==> src/rtl/multicycle_ctrl.sv <==
// Multi-cycle MIPS control sequencer: FETCH/DECODE/EXEC/MEM/WB with a req/ready data-memory handshake.
// Define MULTICYCLE_CTRL_PERF_EN to build the retired-instruction and cycle counters.
module multicycle_ctrl (
    input  logic        Clk,
    input  logic        Reset,
    input  logic [31:0] Instr,
    input  logic        Zero,
    input  logic        MemReady,
    output logic        IRWrite,
    output logic        PCWrite,
    output logic [2:0]  NPCOp,
    output logic [1:0]  EXTOp,
    output logic [1:0]  RegDst,
    output logic        RegWrite,
    output logic        ALUSrc,
    output logic [1:0]  ALUOp,
    output logic        MemReq,
    output logic        MemWrite,
    output logic [1:0]  MemtoReg,
    output logic        Retire,
    output logic [31:0] InstrCount,
    output logic [31:0] CycleCount
);

    typedef enum logic [2:0] {
        S_FETCH  = 3'd0,
        S_DECODE = 3'd1,
        S_EXEC   = 3'd2,
        S_MEM    = 3'd3,
        S_WB     = 3'd4
    } state_t;

    typedef enum logic [3:0] {
        K_NOP, K_ADD, K_SUB, K_JR, K_ORI, K_LW, K_SW, K_BEQ, K_LUI, K_JAL
    } kind_t;

    state_t      state, next_state;
    kind_t       kind;
    logic [5:0]  op, funct;
    logic [1:0]  ext_exec, aluop_exec;
    logic        alusrc_exec;
    logic        unused_instr;

    assign op           = Instr[31:26];
    assign funct        = Instr[5:0];
    assign unused_instr = ^Instr[25:6];

    always_comb begin
        kind = K_NOP;
        case (op)
            6'h00: begin
                case (funct)
                    6'h20:   kind = K_ADD;
                    6'h22:   kind = K_SUB;
                    6'h08:   kind = K_JR;
                    default: kind = K_NOP;
                endcase
            end
            6'h0d:   kind = K_ORI;
            6'h23:   kind = K_LW;
            6'h2b:   kind = K_SW;
            6'h04:   kind = K_BEQ;
            6'h0f:   kind = K_LUI;
            6'h03:   kind = K_JAL;
            default: kind = K_NOP;
        endcase
    end

    // ALU/extender setup chosen in EXEC and held through MEM or WB so operands stay stable.
    always_comb begin
        ext_exec    = 2'd0;
        alusrc_exec = 1'b0;
        aluop_exec  = 2'd0;
        case (kind)
            K_SUB: aluop_exec = 2'd1;
            K_BEQ: aluop_exec = 2'd1;
            K_ORI: begin alusrc_exec = 1'b1; aluop_exec = 2'd2; end
            K_LUI: begin ext_exec = 2'd2; alusrc_exec = 1'b1; aluop_exec = 2'd2; end
            K_LW, K_SW: begin ext_exec = 2'd1; alusrc_exec = 1'b1; end
            default: ;
        endcase
    end

    // NOTE: state registers use non-blocking assignments so every flop samples pre-edge values.
    always_ff @(posedge Clk or posedge Reset) begin
        if (Reset) state <= S_FETCH;
        else       state <= next_state;
    end

    // NOTE: every output gets a default before the case so no path leaves one unassigned (no latches).
    always_comb begin
        next_state = state;
        IRWrite    = 1'b0;
        PCWrite    = 1'b0;
        NPCOp      = 3'd0;
        EXTOp      = 2'd0;
        RegDst     = 2'd0;
        RegWrite   = 1'b0;
        ALUSrc     = 1'b0;
        ALUOp      = 2'd0;
        MemReq     = 1'b0;
        MemWrite   = 1'b0;
        MemtoReg   = 2'd0;
        Retire     = 1'b0;
        // Gating on Reset drops every strobe, including a pending MemReq, the moment reset rises.
        if (!Reset) begin
            case (state)
                S_FETCH: begin
                    IRWrite    = 1'b1;
                    next_state = S_DECODE;
                end
                S_DECODE: begin
                    case (kind)
                        K_JAL: next_state = S_WB;
                        K_NOP: begin
                            PCWrite    = 1'b1;
                            Retire     = 1'b1;
                            next_state = S_FETCH;
                        end
                        default: next_state = S_EXEC;
                    endcase
                end
                S_EXEC: begin
                    EXTOp      = ext_exec;
                    ALUSrc     = alusrc_exec;
                    ALUOp      = aluop_exec;
                    next_state = S_FETCH;
                    case (kind)
                        K_ADD, K_SUB, K_ORI, K_LUI: next_state = S_WB;
                        K_LW, K_SW:                 next_state = S_MEM;
                        K_BEQ: begin
                            PCWrite = 1'b1;
                            NPCOp   = Zero ? 3'd1 : 3'd0;
                            Retire  = 1'b1;
                        end
                        K_JR: begin
                            PCWrite = 1'b1;
                            NPCOp   = 3'd3;
                            Retire  = 1'b1;
                        end
                        default: ;
                    endcase
                end
                S_MEM: begin
                    MemReq = 1'b1;
                    EXTOp  = ext_exec;
                    ALUSrc = alusrc_exec;
                    ALUOp  = aluop_exec;
                    case (kind)
                        K_SW: begin
                            MemWrite   = MemReady;
                            PCWrite    = MemReady;
                            Retire     = MemReady;
                            next_state = MemReady ? S_FETCH : S_MEM;
                        end
                        K_LW:    next_state = MemReady ? S_WB : S_MEM;
                        default: next_state = S_FETCH;
                    endcase
                end
                S_WB: begin
                    RegWrite   = 1'b1;
                    PCWrite    = 1'b1;
                    Retire     = 1'b1;
                    next_state = S_FETCH;
                    case (kind)
                        K_ADD, K_SUB: begin
                            RegDst = 2'd1;
                            EXTOp  = ext_exec;
                            ALUSrc = alusrc_exec;
                            ALUOp  = aluop_exec;
                        end
                        K_ORI, K_LUI: begin
                            EXTOp  = ext_exec;
                            ALUSrc = alusrc_exec;
                            ALUOp  = aluop_exec;
                        end
                        K_LW:  MemtoReg = 2'd1;
                        K_JAL: begin
                            RegDst   = 2'd2;
                            MemtoReg = 2'd2;
                            NPCOp    = 3'd2;
                        end
                        default: ;
                    endcase
                end
                default: next_state = S_FETCH;
            endcase
        end
    end

`ifdef MULTICYCLE_CTRL_PERF_EN
    logic [31:0] instr_cnt, cycle_cnt;

    always_ff @(posedge Clk or posedge Reset) begin
        if (Reset) begin
            instr_cnt <= 32'd0;
            cycle_cnt <= 32'd0;
        end else begin
            cycle_cnt <= cycle_cnt + 32'd1;
            if (Retire) instr_cnt <= instr_cnt + 32'd1;
        end
    end

    assign InstrCount = instr_cnt;
    assign CycleCount = cycle_cnt;
`else
    assign InstrCount = 32'd0;
    assign CycleCount = 32'd0;
`endif

endmodule

==> config.mk <==
export PLATFORM = sky130hd
export DESIGN_NAME = multicycle_ctrl
export DESIGN_NICKNAME = d
export VERILOG_FILES = /design/src/rtl/multicycle_ctrl.sv
export SDC_FILE = /design/constraint.sdc
export NUM_CORES = 1
export LEC_CHECK = 0
export CAP_MARGIN = 10
export CELL_PAD_IN_SITES_DETAIL_PLACEMENT = 0
export CELL_PAD_IN_SITES_GLOBAL_PLACEMENT = 1
export CORE_ASPECT_RATIO = 1.25
export CORE_MARGIN = 3
export CORE_UTILIZATION = 18
export CTS_CLUSTER_SIZE = 10
export DETAILED_ROUTE_END_ITERATION = 8
export HOLD_SLACK_MARGIN = 0.15
export PLACE_DENSITY = 0.89
export RECOVER_POWER = 25
export SYNTH_ARGS = -nofsm -noshare
export SYNTH_HDL_FRONTEND = slang
export SYNTH_SLANG_ARGS = --single-unit
==> constraint.sdc <==
create_clock -name Clk -period 2.8 [get_ports Clk]
set_input_delay 0.42 -clock Clk [delete_from_list [all_inputs] [get_ports Clk]]
set_output_delay 0.42 -clock Clk [all_outputs]
set_load 0.01 [all_outputs]
==> results by group <==
Floorplanning
  – Die W: 76.9 um
  – Initial Utilization: 0.191
  – Die ar.: 0.00728 mm2
  – DIE HEIGHT: 94.7 um
  – Core ar.: 0.00593 mm2
  – Num rows: 31
  – Top Ports: 118

Clock network
  – Longest Clk Path Bufs: 2
  – Total CTS buffers: 3
  – CTS tree: done
  – Worst-skew pair later-pin latency: 0.22 ns
  – CTS root buffer: clkbuf_8
  – CTS H-Tree Depth: 1
  – Clk pin slew, worst setup/hold paths: 0.03 ns
  – # clock sinks: 3
  – Hold buffers post-CTS: 0

Placement
  – Placed Instances: 285
  – DP HPWL: 2480 um
  – GPL Wtd Cong: 0.878
  – Pre-CTS setup slack: -0.673 ns
  – IO buf count: 32
  – Placed instance area: 0.00143 mm2

STA
  – Setup Skew: 0.00181 ns
  – Hold Fails Final Rpt: 0
  – Setup-failing EPs final: 0
  – Pins over their slew limit: 0
  – Min Tclk post-route: 2.74 ns
  – Hold Slack: 0.617 ns
  – Final WS setup: 0.0591 ns
  – Max Clk Rate: 0.365 GHz
  – Final period util: 0.979

GRT
  – Largest net degree at the start of global routing: 11
  – Initial antenna violation count: 0
  – GRT Util Overall: 0.0761
  – Remaining Overflow, GRT: 0
  – Vias in the first global route: 950
  – First-pass GRT wire length: 4480 um

Routing
  – Routed WL: 3020 um
  – Initial DRC count: 47
  – 1st-pass router iterations: 4
  – Vias per cell: 3.67
  – # DRC: 0
  – Vias: 1065
  – Final ANT Viol Nets: 0
  – DR WL/cell: 10.4 um

Cells and area
  – Layout overhead on the synthesized area: 37.5%
  – Biggest regs: state (3)
  – Layout cells sized above 1: 0.260
  – Finished Cell Area: 0.00156 mm2
  – Filler instances: 654
  – Max FFs per register: 3
  – Non-Filler Instances: 290
  – Nets@finish: 245
  – Antenna cell count: 0
  – Largest reg by FF count: state

Synth
  – Yosys reg bits: 3
  – Post-Syn Area per Cell: 7.21 um2
  – Mapped Cells: 157
  – EDFF count, synth: 0
  – Top FF cell, synth: dfrtp_1
  – Synth unique cells: 43
  – Post-synthesis cell type with the largest combined area: buf_4
  – Mapped cell area: 0.00113 mm2
  – Top post-synthesis cells by area: buf_4, dfrtp_1, nor2_1
  – Asr flop ratio synth: 1.00
  – Most common cell in the netlist: buf_4
  – Sequential share of the synthesized area: 0.0663
  – Warning count from the yosys run: 0
  – Post-synth top cells: buf_4, nor2_1, nand2_1
  – Synth top area share: 0.444

Pwr
  – Peak supply drop: 0.0000586 V
  – Tot Pwr: 0.353 mW
  – Pleak: 0.758 nW
  – Cell area power density: 227 mW/mm2

Setup path
  – Critical-path cell list: dlygate4sd2_1 -> or4b_4 -> mux2_4 -> o22a_4 -> nor2_4 -> nand3_2 -> o22ai_1 -> buf_2
  – Critical Path RT: 2.38 ns
  – Slowest cell on crit path: or4b_4
  – R2R cell count: 6
  – CP Capture Type: output pin
  – Critical path's largest stage delay: 0.52 ns
  – Crit-path max FO: 4
  – Startpoint types: input port
  – Crit Path Category: in2out
  – Worst path arrival time: 2.32 ns

Worst hold path
  – Hold path depth: 2
  – Hold WC Path Type: reg2reg

Run status
  – Status: complete, no violations

Flow run
  – Max-cap violations: 0
## cell type report
class	count	area, um2	share of cell area
Clock buffer	4	45.0	0.0289
Inverter	5	18.8	0.0121
Multi-Input combinational cell	142	876	0.563
Sequential cell	3	75.1	0.0482
Tap cell	82	103	0.0659
Timing Repair Buffer	54	439	0.282
## path summary, 6_finish.rpt
check | from | endpoint | slack (ns)
min reg2reg | state[2] | state[2] | 0.62
max in group asynchronous | Reset | state[1] | 1.75
max reg2reg | state[1] | state[0] | 1.36
min in group asynchronous | Reset | state[0] | 0.80
max | Instr[27] | NPCOp[1] | 0.06
min | state[2] | state[2] | 0.62
## cell usage in the layout (no fill, tap or decap), types with 2 or more instances in the layout
| cell type | n |
|---|---|
| a21oi_1 | 4 |
| clkbuf_1 | 2 |
| nor2_1 | 12 |
| nand3_2 | 2 |
| nand2_1 | 6 |
| clkbuf_2 | 3 |
| dlymetal6s2s_1 | 2 |
| o211ai_1 | 2 |
| clkbuf_8 | 3 |
| a21boi_1 | 2 |
| nand4_1 | 2 |
| inv_1 | 5 |
| dlygate4sd2_1 | 5 |
| a31oi_1 | 2 |
| o22ai_4 | 2 |
| nor2b_1 | 3 |
| nor2_4 | 2 |
| conb_1 | 65 |
| buf_4 | 19 |
| xnor2_1 | 2 |
| clkdlybuf4s50_1 | 14 |
| o22ai_1 | 2 |
| nand2b_1 | 2 |
| dfrtp_1 | 3 |
| or4b_4 | 2 |
| and3_1 | 2 |
| buf_2 | 7 |
| buf_6 | 2 |
| nor3_1 | 4 |
## critical path, delay by kind of cell
kind	cells	cell delay, ns
muxes	1	0.31
buffers and inverters	2	0.42
AOI/OAI and AO/OA	2	0.44
and+or+nand+nor	3	0.73
## cells by family (layout without fill, tap and decap cells)
kind of cell	Yosys count	in the layout	share of synthesized area
other cells	1	65	0.00331
xor+xnor	4	4	0.0376
simple gates	47	47	0.225
compound gates	25	25	0.173
buf+inv	76	63	0.481
mux	1	1	0.0133
flops	3	3	0.0663
## routing by layer
layer | vias to the layer above | GRT usage | wire length, um
met5 | - | 0 | 0
met4 | 0 | 0.0227 | 15
met3 | 2 | 0.0200 | 356
met2 | 72 | 0.155 | 1560
met1 | 478 | 0.0742 | 1090
li1 | 513 | - | -
## power breakdown
group / switching [mW] / total [mW] / leakage [nW] / internal [mW]
logic: 0.104 / 0.170 / 0.697 / 0.0660
clock network: 0.0280 / 0.125 / 0.0228 / 0.0970
registers: 0.00988 / 0.0576 / 0.0387 / 0.0478
total: 0.142 / 0.353 / 0.758 / 0.211
## what timing repair did
item | in CTS | in global routing
endpoints found under the setup margin | 12 | 11
pin swaps | 7 | 9
gates resized for setup | 54 | 17
setup buffers | 1 | 0
## per-stage QoR
| step | TNS (ns) | util |
|---|---|---|
| 2_1_floorplan | 0 | - |
| 3_3_place_gp | -5.52 | 0.241 |
| 3_5_place_dp | -5.81 | 0.241 |
| 4_1_cts | 0 | 0.253 |
| 5_1_grt | -0.0226 | 0.262 |
| 6_report | 0 | 0.262 |
No activity file was read; power rests on OpenSTA's default activity.
